File: config.mk
export PLATFORM = sky130hd
export DESIGN_NAME = div_req_sched
export DESIGN_NICKNAME = d
export VERILOG_FILES = /design/src/rtl/div_req_sched.sv
export SDC_FILE = /design/constraint.sdc
export NUM_CORES = 1
export LEC_CHECK = 0
export ABC_AREA = 0
export ABC_CLOCK_PERIOD_IN_PS = 2400
export CAP_MARGIN = 20
export CORE_MARGIN = 3
export CORE_UTILIZATION = 45
export CTS_CLUSTER_DIAMETER = 150
export DETAILED_ROUTE_END_ITERATION = 6
export GPL_TIMING_DRIVEN = 1
export HOLD_SLACK_MARGIN = 0.03
export PLACE_DENSITY = 0.9
export SYNTH_ARGS = -nofsm -noshare
export SYNTH_HDL_FRONTEND = slang
export SYNTH_SLANG_ARGS = --single-unit
File: constraint.sdc
create_clock -name clk -period 2.4 [get_ports clk]
set_input_delay 0.48 -clock clk [delete_from_list [all_inputs] [get_ports clk]]
set_output_delay 0.48 -clock clk [all_outputs]
set_load 0.01 [all_outputs]
File: src/rtl/div_req_sched.sv
// div_req_sched: two-requester scheduler for a shared bit-serial divisibility
// checker. Arbitrates, streams the granted word MSB-first, waits (bounded)
// for the checker result and returns it to the owner. CTRL/STAT registers.

`ifndef REG_ADDR_SZ
`define REG_ADDR_SZ 8
`endif
`ifndef REG_DATA_SZ
`define REG_DATA_SZ 16
`endif

module div_req_sched #(
  parameter int                      DATA_W    = 8,
  parameter int                      TIMEOUT   = 16,
  parameter logic [`REG_ADDR_SZ-1:0] CTRL_ADDR = `REG_ADDR_SZ'h06,
  parameter logic [`REG_ADDR_SZ-1:0] STAT_ADDR = `REG_ADDR_SZ'h07
) (
  input  logic                     clk,
  input  logic                     rst,
  input  logic [1:0]               req_vld,
  input  logic [DATA_W-1:0]        req_data_0,
  input  logic [DATA_W-1:0]        req_data_1,
  output logic [1:0]               req_rdy,
  output logic [1:0]               rsp_vld,
  output logic                     rsp_divisible,
  output logic                     rsp_err,
  output logic                     chk_clr,
  output logic                     chk_bit,
  output logic                     chk_bit_vld,
  input  logic                     chk_divisible,
  input  logic                     chk_result_vld,
  input  logic                     reg_rd_en,
  input  logic                     reg_wr_en,
  input  logic [`REG_ADDR_SZ-1:0]  reg_addr,
  input  logic [`REG_DATA_SZ-1:0]  reg_wr_data,
  output logic [`REG_DATA_SZ-1:0]  reg_rd_data
);

  localparam int BW = (DATA_W > 1) ? $clog2(DATA_W) : 1;
  localparam int TW = (TIMEOUT > 1) ? $clog2(TIMEOUT) : 1;
  localparam logic [BW-1:0] BIT_LAST  = BW'(DATA_W - 1);
  localparam logic [TW-1:0] WAIT_LAST = TW'(TIMEOUT - 1);

  typedef enum logic [2:0] {
    ST_IDLE  = 3'd0,
    ST_CLR   = 3'd1,
    ST_SHIFT = 3'd2,
    ST_WAIT  = 3'd3,
    ST_RESP  = 3'd4
  } state_t;

  state_t              state_r;
  logic                ctrl_en_r;
  logic                ctrl_mode_r;
  logic                stat_to_r;
  logic [7:0]          done_cnt_r;
  logic                last_gnt_r;
  logic                owner_r;
  logic [DATA_W-1:0]   shreg_r;
  logic [BW-1:0]       bit_cnt_r;
  logic [TW-1:0]       wait_cnt_r;
  logic [1:0]          rsp_vld_r;
  logic                rsp_div_r;
  logic                rsp_err_r;
  logic                chk_clr_r;
  logic                chk_bit_r;
  logic                chk_bit_vld_r;

  logic                win_s;
  logic [1:0]          gnt_s;
  logic                ctrl_wr_s;
  logic                stat_clr_s;
  logic                to_set_s;
  logic [`REG_DATA_SZ-1:0] rd_s;
  logic                unused_wr_bits_s;

  assign unused_wr_bits_s = ^reg_wr_data[`REG_DATA_SZ-1:2];

  // Arbitration: pick a winner and raise the combinational accept in IDLE only
  always_comb begin
    win_s = 1'b0;
    if (req_vld == 2'b11) begin
      if (ctrl_mode_r) begin
        win_s = 1'b0;
      end else begin
        win_s = ~last_gnt_r;
      end
    end else if (req_vld[0]) begin
      win_s = 1'b0;
    end else begin
      win_s = 1'b1;
    end
    if ((state_r == ST_IDLE) && ctrl_en_r && (req_vld != 2'b00)) begin
      gnt_s = win_s ? 2'b10 : 2'b01;
    end else begin
      gnt_s = 2'b00;
    end
  end

  // Register write decode and timeout-expiry detection
  always_comb begin
    ctrl_wr_s  = reg_wr_en && (reg_addr == CTRL_ADDR);
    stat_clr_s = reg_wr_en && (reg_addr == STAT_ADDR) && reg_wr_data[0];
    to_set_s   = (state_r == ST_WAIT) && !chk_result_vld && (wait_cnt_r == WAIT_LAST);
  end

  // Register read mux, gated by read enable and an address hit
  always_comb begin
    rd_s = {`REG_DATA_SZ{1'b0}};
    if (reg_rd_en && (reg_addr == CTRL_ADDR)) begin
      rd_s[1:0] = {ctrl_mode_r, ctrl_en_r};
    end else if (reg_rd_en && (reg_addr == STAT_ADDR)) begin
      rd_s[15:8] = done_cnt_r;
      rd_s[0]    = stat_to_r;
    end else begin
      rd_s = {`REG_DATA_SZ{1'b0}};
    end
  end

  // CTRL/STAT state: sticky timeout (set beats W1C) and completed-transaction count
  always_ff @(posedge clk or posedge rst) begin
    if (rst) begin
      ctrl_en_r   <= 1'b0;
      ctrl_mode_r <= 1'b0;
      stat_to_r   <= 1'b0;
      done_cnt_r  <= 8'd0;
    end else begin
      if (ctrl_wr_s) begin
        ctrl_en_r   <= reg_wr_data[0];
        ctrl_mode_r <= reg_wr_data[1];
      end
      if (to_set_s) begin
        stat_to_r <= 1'b1;
      end else if (stat_clr_s) begin
        stat_to_r <= 1'b0;
      end
      if (state_r == ST_RESP) begin
        done_cnt_r <= done_cnt_r + 8'd1;
      end
    end
  end

  // Transaction FSM with registered checker and response outputs
  always_ff @(posedge clk or posedge rst) begin
    if (rst) begin
      state_r       <= ST_IDLE;
      last_gnt_r    <= 1'b1;
      owner_r       <= 1'b0;
      shreg_r       <= {DATA_W{1'b0}};
      bit_cnt_r     <= {BW{1'b0}};
      wait_cnt_r    <= {TW{1'b0}};
      rsp_vld_r     <= 2'b00;
      rsp_div_r     <= 1'b0;
      rsp_err_r     <= 1'b0;
      chk_clr_r     <= 1'b0;
      chk_bit_r     <= 1'b0;
      chk_bit_vld_r <= 1'b0;
    end else begin
      case (state_r)
        ST_IDLE: begin
          if (gnt_s != 2'b00) begin
            shreg_r    <= win_s ? req_data_1 : req_data_0;
            owner_r    <= win_s;
            last_gnt_r <= win_s;
            chk_clr_r  <= 1'b1;
            state_r    <= ST_CLR;
          end
        end
        ST_CLR: begin
          chk_clr_r     <= 1'b0;
          chk_bit_vld_r <= 1'b1;
          chk_bit_r     <= shreg_r[DATA_W-1];
          shreg_r       <= {shreg_r[DATA_W-2:0], 1'b0};
          bit_cnt_r     <= {BW{1'b0}};
          state_r       <= ST_SHIFT;
        end
        ST_SHIFT: begin
          if (bit_cnt_r == BIT_LAST) begin
            chk_bit_vld_r <= 1'b0;
            chk_bit_r     <= 1'b0;
            bit_cnt_r     <= {BW{1'b0}};
            wait_cnt_r    <= {TW{1'b0}};
            state_r       <= ST_WAIT;
          end else begin
            bit_cnt_r <= bit_cnt_r + BW'(1);
            chk_bit_r <= shreg_r[DATA_W-1];
            shreg_r   <= {shreg_r[DATA_W-2:0], 1'b0};
          end
        end
        ST_WAIT: begin
          if (chk_result_vld) begin
            rsp_vld_r <= owner_r ? 2'b10 : 2'b01;
            rsp_div_r <= chk_divisible;
            rsp_err_r <= 1'b0;
            state_r   <= ST_RESP;
          end else if (wait_cnt_r == WAIT_LAST) begin
            rsp_vld_r <= owner_r ? 2'b10 : 2'b01;
            rsp_div_r <= 1'b0;
            rsp_err_r <= 1'b1;
            state_r   <= ST_RESP;
          end else begin
            wait_cnt_r <= wait_cnt_r + TW'(1);
          end
        end
        ST_RESP: begin
          rsp_vld_r <= 2'b00;
          rsp_div_r <= 1'b0;
          rsp_err_r <= 1'b0;
          state_r   <= ST_IDLE;
        end
        default: begin
          rsp_vld_r     <= 2'b00;
          rsp_div_r     <= 1'b0;
          rsp_err_r     <= 1'b0;
          chk_clr_r     <= 1'b0;
          chk_bit_r     <= 1'b0;
          chk_bit_vld_r <= 1'b0;
          state_r       <= ST_IDLE;
        end
      endcase
    end
  end

  assign req_rdy       = gnt_s;
  assign rsp_vld       = rsp_vld_r;
  assign rsp_divisible = rsp_div_r;
  assign rsp_err       = rsp_err_r;
  assign chk_clr       = chk_clr_r;
  assign chk_bit       = chk_bit_r;
  assign chk_bit_vld   = chk_bit_vld_r;
  assign reg_rd_data   = rd_s;

endmodule

==> results of run 1 <==
-- per-layer routing --
layer  share of wire [%]  wire (um)  track usage, %
met5                   0          0               0
met4                0.77         38            4.35
met3                 7.6        379            5.21
met2                  49       2450            32.1
met1                  42       2090            24.9
-- how the worst min path moves through the flow --
| stage | end | slack, ns | depth (start not counted) | from |
|---|---|---|---|---|
| 3_5_place_dp | done_cnt_r[7] | 0.46 | 1 | done_cnt_r[7] |
| 4_1_cts | done_cnt_r[7] | 0.47 | 1 | done_cnt_r[7] |
| 5_1_grt | shreg_r[2] | 0.51 | 2 | shreg_r[2] |
| 2_1_floorplan | done_cnt_r[7] | 0.44 | 1 | done_cnt_r[7] |
| 3_3_place_gp | done_cnt_r[7] | 0.45 | 1 | done_cnt_r[7] |
| 6_report | done_cnt_r[7] | 0.47 | 1 | done_cnt_r[7] |
-- cell families after synthesis --
| kind of cell | count (synthesis) | share of synthesized area, % |
|---|---|---|
| AND/OR/NAND/NOR | 83 | 20.7 |
| AO/OA/AOI/OAI | 56 | 18.2 |
| flip-flops | 38 | 44.6 |
| buffers and inverters | 22 | 6.15 |
| multiplexers | 9 | 4.57 |
| XOR/XNOR | 8 | 3.28 |
| adder cells (fa/ha/maj) | 4 | 2.34 |
| other | 1 | 0.176 |
-- registers in the layout, indices dropped and copies added, names as in the netlist --
| signal | count |
|---|---|
| state_r | 3 |
| owner_r | 1 |
| stat_to_r | 1 |
| bit_cnt_r | 3 |
| shreg_r | 8 |
| rsp_divisible | 1 |
| chk_bit_vld | 1 |
| ctrl_en_r | 1 |
| ctrl_mode_r | 1 |
| rsp_err | 1 |
| done_cnt_r | 8 |
| last_gnt_r | 1 |
| rsp_vld | 2 |
| chk_clr | 1 |
| chk_bit | 1 |
| wait_cnt_r | 4 |
-- worst reg2reg max path: cells and delay by family, from the launching register on --
kind                     cells  cell delay [ns]
adder cells (fa/ha/maj)      2             0.43
AND/OR/NAND/NOR              1             0.13
flip-flops                   1             0.40
AO/OA/AOI/OAI                3             0.84
-- power breakdown --
| group | internal, W | leakage, nW | total, W | switching, W |
|---|---|---|---|---|
| Combinational | 0.000490 | 0.764 | 0.00103 | 0.000535 |
| Clock | 0.000290 | 0.0575 | 0.000511 | 0.000221 |
| Sequential | 0.000830 | 0.492 | 0.000960 | 0.000130 |
| Total | 0.00161 | 1.31 | 0.00250 | 0.000886 |
-- cells in the mapped netlist (2+ instances only) --
cell and instances:
nand4_1 2, o22ai_1 7, o41ai_1 2, a22oi_1 2, ha_1 4, and2_1 8
nor2_1 19, o31ai_1 7, nor3_1 3, nand2b_1 3, buf_2 3, mux2i_1 3
nand2_1 26, dfrtp_1 37, xnor2_1 6, clkbuf_1 2, mux2_2 6, a32oi_1 3
nand3_1 5, nor4_1 2, o21ai_0 14, a21oi_1 12, buf_6 2, buf_4 8
and3_1 4, inv_1 6, xor2_1 2
-- metrics by stage --
stage / total power, W / utilization (%)
final: 0.00250 / 63.7
after global routing: 0.00268 / 63.7
after CTS: 0.00250 / 64.5
after detailed placement: 0.00199 / 61.1
after global placement: 0.00193 / 61.1
after floorplan: 0.00168 / -
-- final cells by class --
class,count,area [um2]
Tap cell,52,65.1
Clock buffer,8,110
Fill cell,358,1620
Timing Repair Buffer,69,597
Multi-Input combinational cell,166,1100
Inverter,6,22.5
Sequential cell,38,952
-- timing repair --
action,4_1_cts,5_1_grt
setup endpoints to repair,12,11
buffers inserted,3,1
cloned,0,0
hold endpoints to repair,0,0
resized for setup,46,18
pin swaps,5,5
==> flow_summary.json, run 1 <==
{
  "outcome": "finished clean",
  "synthFlopType": "dfrtp_1",
  "rsz0062_at_grt": "false",
  "grt_pass1_vias": 1859,
  "cp.required_ns": 1.92,
  "root_buffer": "clkbuf_8",
  "fp.dieW_um": 74.9,
  "r2r_setup_slack_ns": 0.50,
  "peakVddDrop_mv": 0.560,
  "p_per_area_nw_per_um2": 876,
  "grt_max_degree": 39,
  "fin_setup_tns_ns": 0,
  "fin_nets": 338,
  "insertion_delay_ns": 0.29,
  "placed_cell_area_um2": 2740,
  "stdcell_count": 339,
  "power_leakage_nw": 1.31,
  "startpoint_type": "input pin",
  "slowest_delay_ns": 0.47,
  "crit_family": "buffers and inverters",
  "yosys-top-cells-area": "dfrtp_1, nand2_1, nor2_1, o21ai_0, mux2_2",
  "yosys.area.top_type_share_pct": 43.4,
  "fp.dieH_um": 74.9,
  "coreArea_um2": 4470,
  "setup.worst_path.end_class": "primary output",
  "netlist_area_um2": 2130,
  "fin_ws_ns": 0.0935,
  "row_count": 24,
  "synth.avg_cell_area_um2": 9.66,
  "critPathKind": "in2out",
  "drv_cap": 0,
  "place_congestion": 0.815,
  "mostFrequentLayoutCell": "dfrtp_1",
  "layout_common_cells": "dfrtp_1, clkdlybuf4s50_1, nand2_1",
  "r2r-start": "bit_cnt_r[0]",
  "design_area_um2": 2850,
  "preCtsSetupSlack_ns": -0.694,
  "max_freq_mhz": 434,
  "cp-endpoint": "reg_rd_data[0]",
  "crit_chain": "clkdlybuf4s50_1 -> nand3_2 -> or3b_4 -> nor2_1 -> dlygate4sd2_1",
  "drt-initial-drc-count": 135,
  "post-route-min-period_ns": 2.31,
  "totalWireLength_um": 4960,
  "setup_viol": 0,
  "hold_class": "reg2reg",
  "ant_nets": 0,
  "postCtsHoldBufs": 0,
  "place_hpwl_um": 3570,
  "final-hold-violation-count": 0,
  "worstPathMaxFanout": 2,
  "fp.dieArea_um2": 5610,
  "synthArstFlopShare_pct": 100,
  "reg2reg_to": "wait_cnt_r[3]",
  "grt_pass1_wl_um": 8370,
  "ys_warn_count": 0,
  "ys_ff_latch": 38,
  "placed_cells": 328,
  "htree_levels": 2,
  "post-route-period-util_pct": 96.1,
  "io_buffers": 52,
  "max-clock-path-buffers": 2,
  "start_util_pct": 47.7,
  "slew_viol_final": 0,
  "area_delta_synth_final_pct": 33.5,
  "startpoint": "reg_addr[1]",
  "viasPerCell": 5.59,
  "antenna_found_initial": 0,
  "r2r_cells": 6,
  "worst_hold_slack_ns": 0.467,
  "synth_top_area_cell": "dfrtp_1",
  "cts_made_buffers": 5,
  "yosysSeqAreaShare_pct": 44.6,
  "drtPass1Iterations": 4,
  "synth_edf_count": 0,
  "cts_tree": "yes",
  "cpMaxStageDelayCell": "clkdlybuf4s50_1",
  "clock_skew_ns": 0.00445,
  "overflow": 0,
  "avgRoutedWirePerCell_um": 14.6,
  "pin_count": 73,
  "synth.distinct_cells": 50,
  "critical_path_depth": 5,
  "track_usage_pct": 19.2,
  "drc": 0,
  "vias": 1896,
  "cts_sinks": 38,
  "arrival_ns": 1.83,
  "clk_pin_slew_ns": 0.07,
  "worst-path-buf-inv": 2,
  "syn_inst": 221,
  "diodes": 0,
  "drive_gt1_share_pct": 22.0
}
(Power assumes the default switching activity.)
==> inputs of run 2 (changes only) <==
--- a/config.mk
+++ b/config.mk
@@ -15,6 +15,7 @@
 export GPL_TIMING_DRIVEN = 1
 export HOLD_SLACK_MARGIN = 0.03
 export PLACE_DENSITY = 0.9
+export SLEW_MARGIN = 20
 export SYNTH_ARGS = -nofsm -noshare
 export SYNTH_HDL_FRONTEND = slang
 export SYNTH_SLANG_ARGS = --single-unit
==> results of run 2 <==
The final DEF is identical to that of run 1; final timing and power are the same.
==> patch: new RTL, settings of run 2 <==
Register the input `chk_divisible` before use, with the module's reset. The logic sees it one clock later. The other inputs are not delayed to match.
--- a/src/rtl/div_req_sched.sv
+++ b/src/rtl/div_req_sched.sv
@@ -49,6 +49,16 @@
     ST_RESP  = 3'd4
   } state_t;
 
+  logic chk_divisible_q;
+
+  always_ff @(posedge clk or posedge rst) begin
+    if (rst) begin
+      chk_divisible_q <= '0;
+    end else begin
+      chk_divisible_q <= chk_divisible;
+    end
+  end
+
   state_t              state_r;
   logic                ctrl_en_r;
   logic                ctrl_mode_r;
@@ -190,7 +200,7 @@
         ST_WAIT: begin
           if (chk_result_vld) begin
             rsp_vld_r <= owner_r ? 2'b10 : 2'b01;
-            rsp_div_r <= chk_divisible;
+            rsp_div_r <= chk_divisible_q;
             rsp_err_r <= 1'b0;
             state_r   <= ST_RESP;
           end else if (wait_cnt_r == WAIT_LAST) begin
Function: same outputs for any inputs over 10 cycles, from zero or initial values and one cycle with rst high; that may be too few to reach the edited logic, so the function may still have changed.
==> patch against run 2 <==
  * Cell count rose by 5.6%
  * Sequential share of layout area increased by 0.070 points
  * Total power about the same
  * Non-clock buffer count grew 4
  * Clock skew increased by 0.0025 ns
  * Worst hold slack better by 0.015 ns
  * Cell area is 2.4% higher
  * Setup slack lost 0.030 ns
  * Via count grew 0.47%
  * Routed wire length rose by 3.9%
  * Sequential cell count grew 1
  * Synthesized area increased by 2.9%
  * Fmax decreased by 1.3%
  * Critical endpoint is now reg_rd_data[1]
  * Largest cell class unchanged
==> patch: results (changes against run 2) <==
Post-CTS Setup Inserts=5 (+2); fraction of area in multi-input gates=0.380 (-0.00742); placed insts=344 (+4.9%); Worst Path Max Fanout=3 (+1); clk_skew=0.00692 ns (+0.00248 ns); final worst slack=0.0632 ns (-0.0304 ns); global-route wire length before repair=8260 um (-1.3%); Signal buffers=73 (+5.8%); final std cells w/o fill=358 (+5.6%); Clock-cell share=0.0386 (-0.0000536); Critical Path Sink=reg_rd_data[1]; non-clk buf share=0.213 (+0.00321); dpl hpwl=3750 um (+5.0%); post-synthesis mux area share=0.0399 (-0.00583); GR met2 Demand/Resource=0.312 (-0.00930); seq_cells=39 (+2.6%); synthesized-area fraction occupied by adder cells=0.0228 (-0.000655); routed metal-1 wirelength=2310 um (+10%); initial drt markers=146 (+8.1%); total routed wirelength=5150 um (+3.9%); vias in the first global route=1864 (+0.27%); worst r2r dst=shreg_r[5]$_DFFE_PP0P_; largest net degree at the start of global routing=40 (+2.6%); GRT met1 Usage=0.245 (-0.00479); layout cell share with drive strength beyond 1=0.205 (-0.0147); synth cell count leaders=38 x dfrtp_1, 21 x nand2_1, 19 x nor2_1; FF-to-FF Start=bit_cnt_r[0]$_DFFE_PP0N_; final design instance area without fill=0.00292 mm^2 (+2.4%); final layout net count=344 (+1.8%); Met3 Wirelength=374 um (-1.3%); clock buf count=5 (-3); post_cts resized=47 (+2.2%); status=finished, final reports clean; worst vdd ir=514 uV (-8.1%); R2R cell count=5 (-1); Synth area leaders=dfrtp_1 43%, nand2_1 3.6%, o21ai_0 3.4%; Inverters excl. clock=5 (-1); pre-CTS setup slack=-0.604 ns (+0.0905 ns); synthesized area per cell=9.85 um^2 (+1.9%); Leak=1.31 nW (-0.58%); routed vias/inst=5.32 (-4.9%); cell family with most CP delay=simple AND/OR/NAND/NOR gates; fraction of area in registers=0.335 (+0.000697); met2 routed WL=2470 um (+0.69%); post-synthesis sequential area ratio=0.445 (-0.00106); Post-DP Area=0.00281 mm^2 (+2.8%); Mapped Area=0.00220 mm^2 (+2.9%); complex-gate fraction of the synthesized area=0.177 (-0.00507); fillers=365 (+2.0%); FF-to-FF setup slack=0.46 ns (-0.04 ns); routability cong.=0.873 (+7.2%); gr usage total=0.185 (-0.00670)
## patch: worst min path at each step
stage	startpoint	slack, ns	cells after the start	endpoint
after floorplan	done_cnt_r[7]$_DFFE_PP0N_	0.44	1	done_cnt_r[7]$_DFFE_PP0N_
after global placement	done_cnt_r[7]$_DFFE_PP0N_	0.45	1	done_cnt_r[7]$_DFFE_PP0N_
after detailed placement	done_cnt_r[7]$_DFFE_PP0N_	0.47	1	done_cnt_r[7]$_DFFE_PP0N_
after CTS	done_cnt_r[7]$_DFFE_PP0N_	0.48	1	done_cnt_r[7]$_DFFE_PP0N_
after global routing	shreg_r[6]$_DFFE_PP0P_	0.52	1	shreg_r[6]$_DFFE_PP0P_
final	done_cnt_r[7]$_DFFE_PP0N_	0.48	1	done_cnt_r[7]$_DFFE_PP0N_
## patch: power breakdown
group          internal (mW)  total [mW]  switching [mW]
registers              0.840       0.963           0.122
logic                  0.461       0.980           0.520
clock network          0.310       0.555           0.245
total                   1.61        2.50           0.887
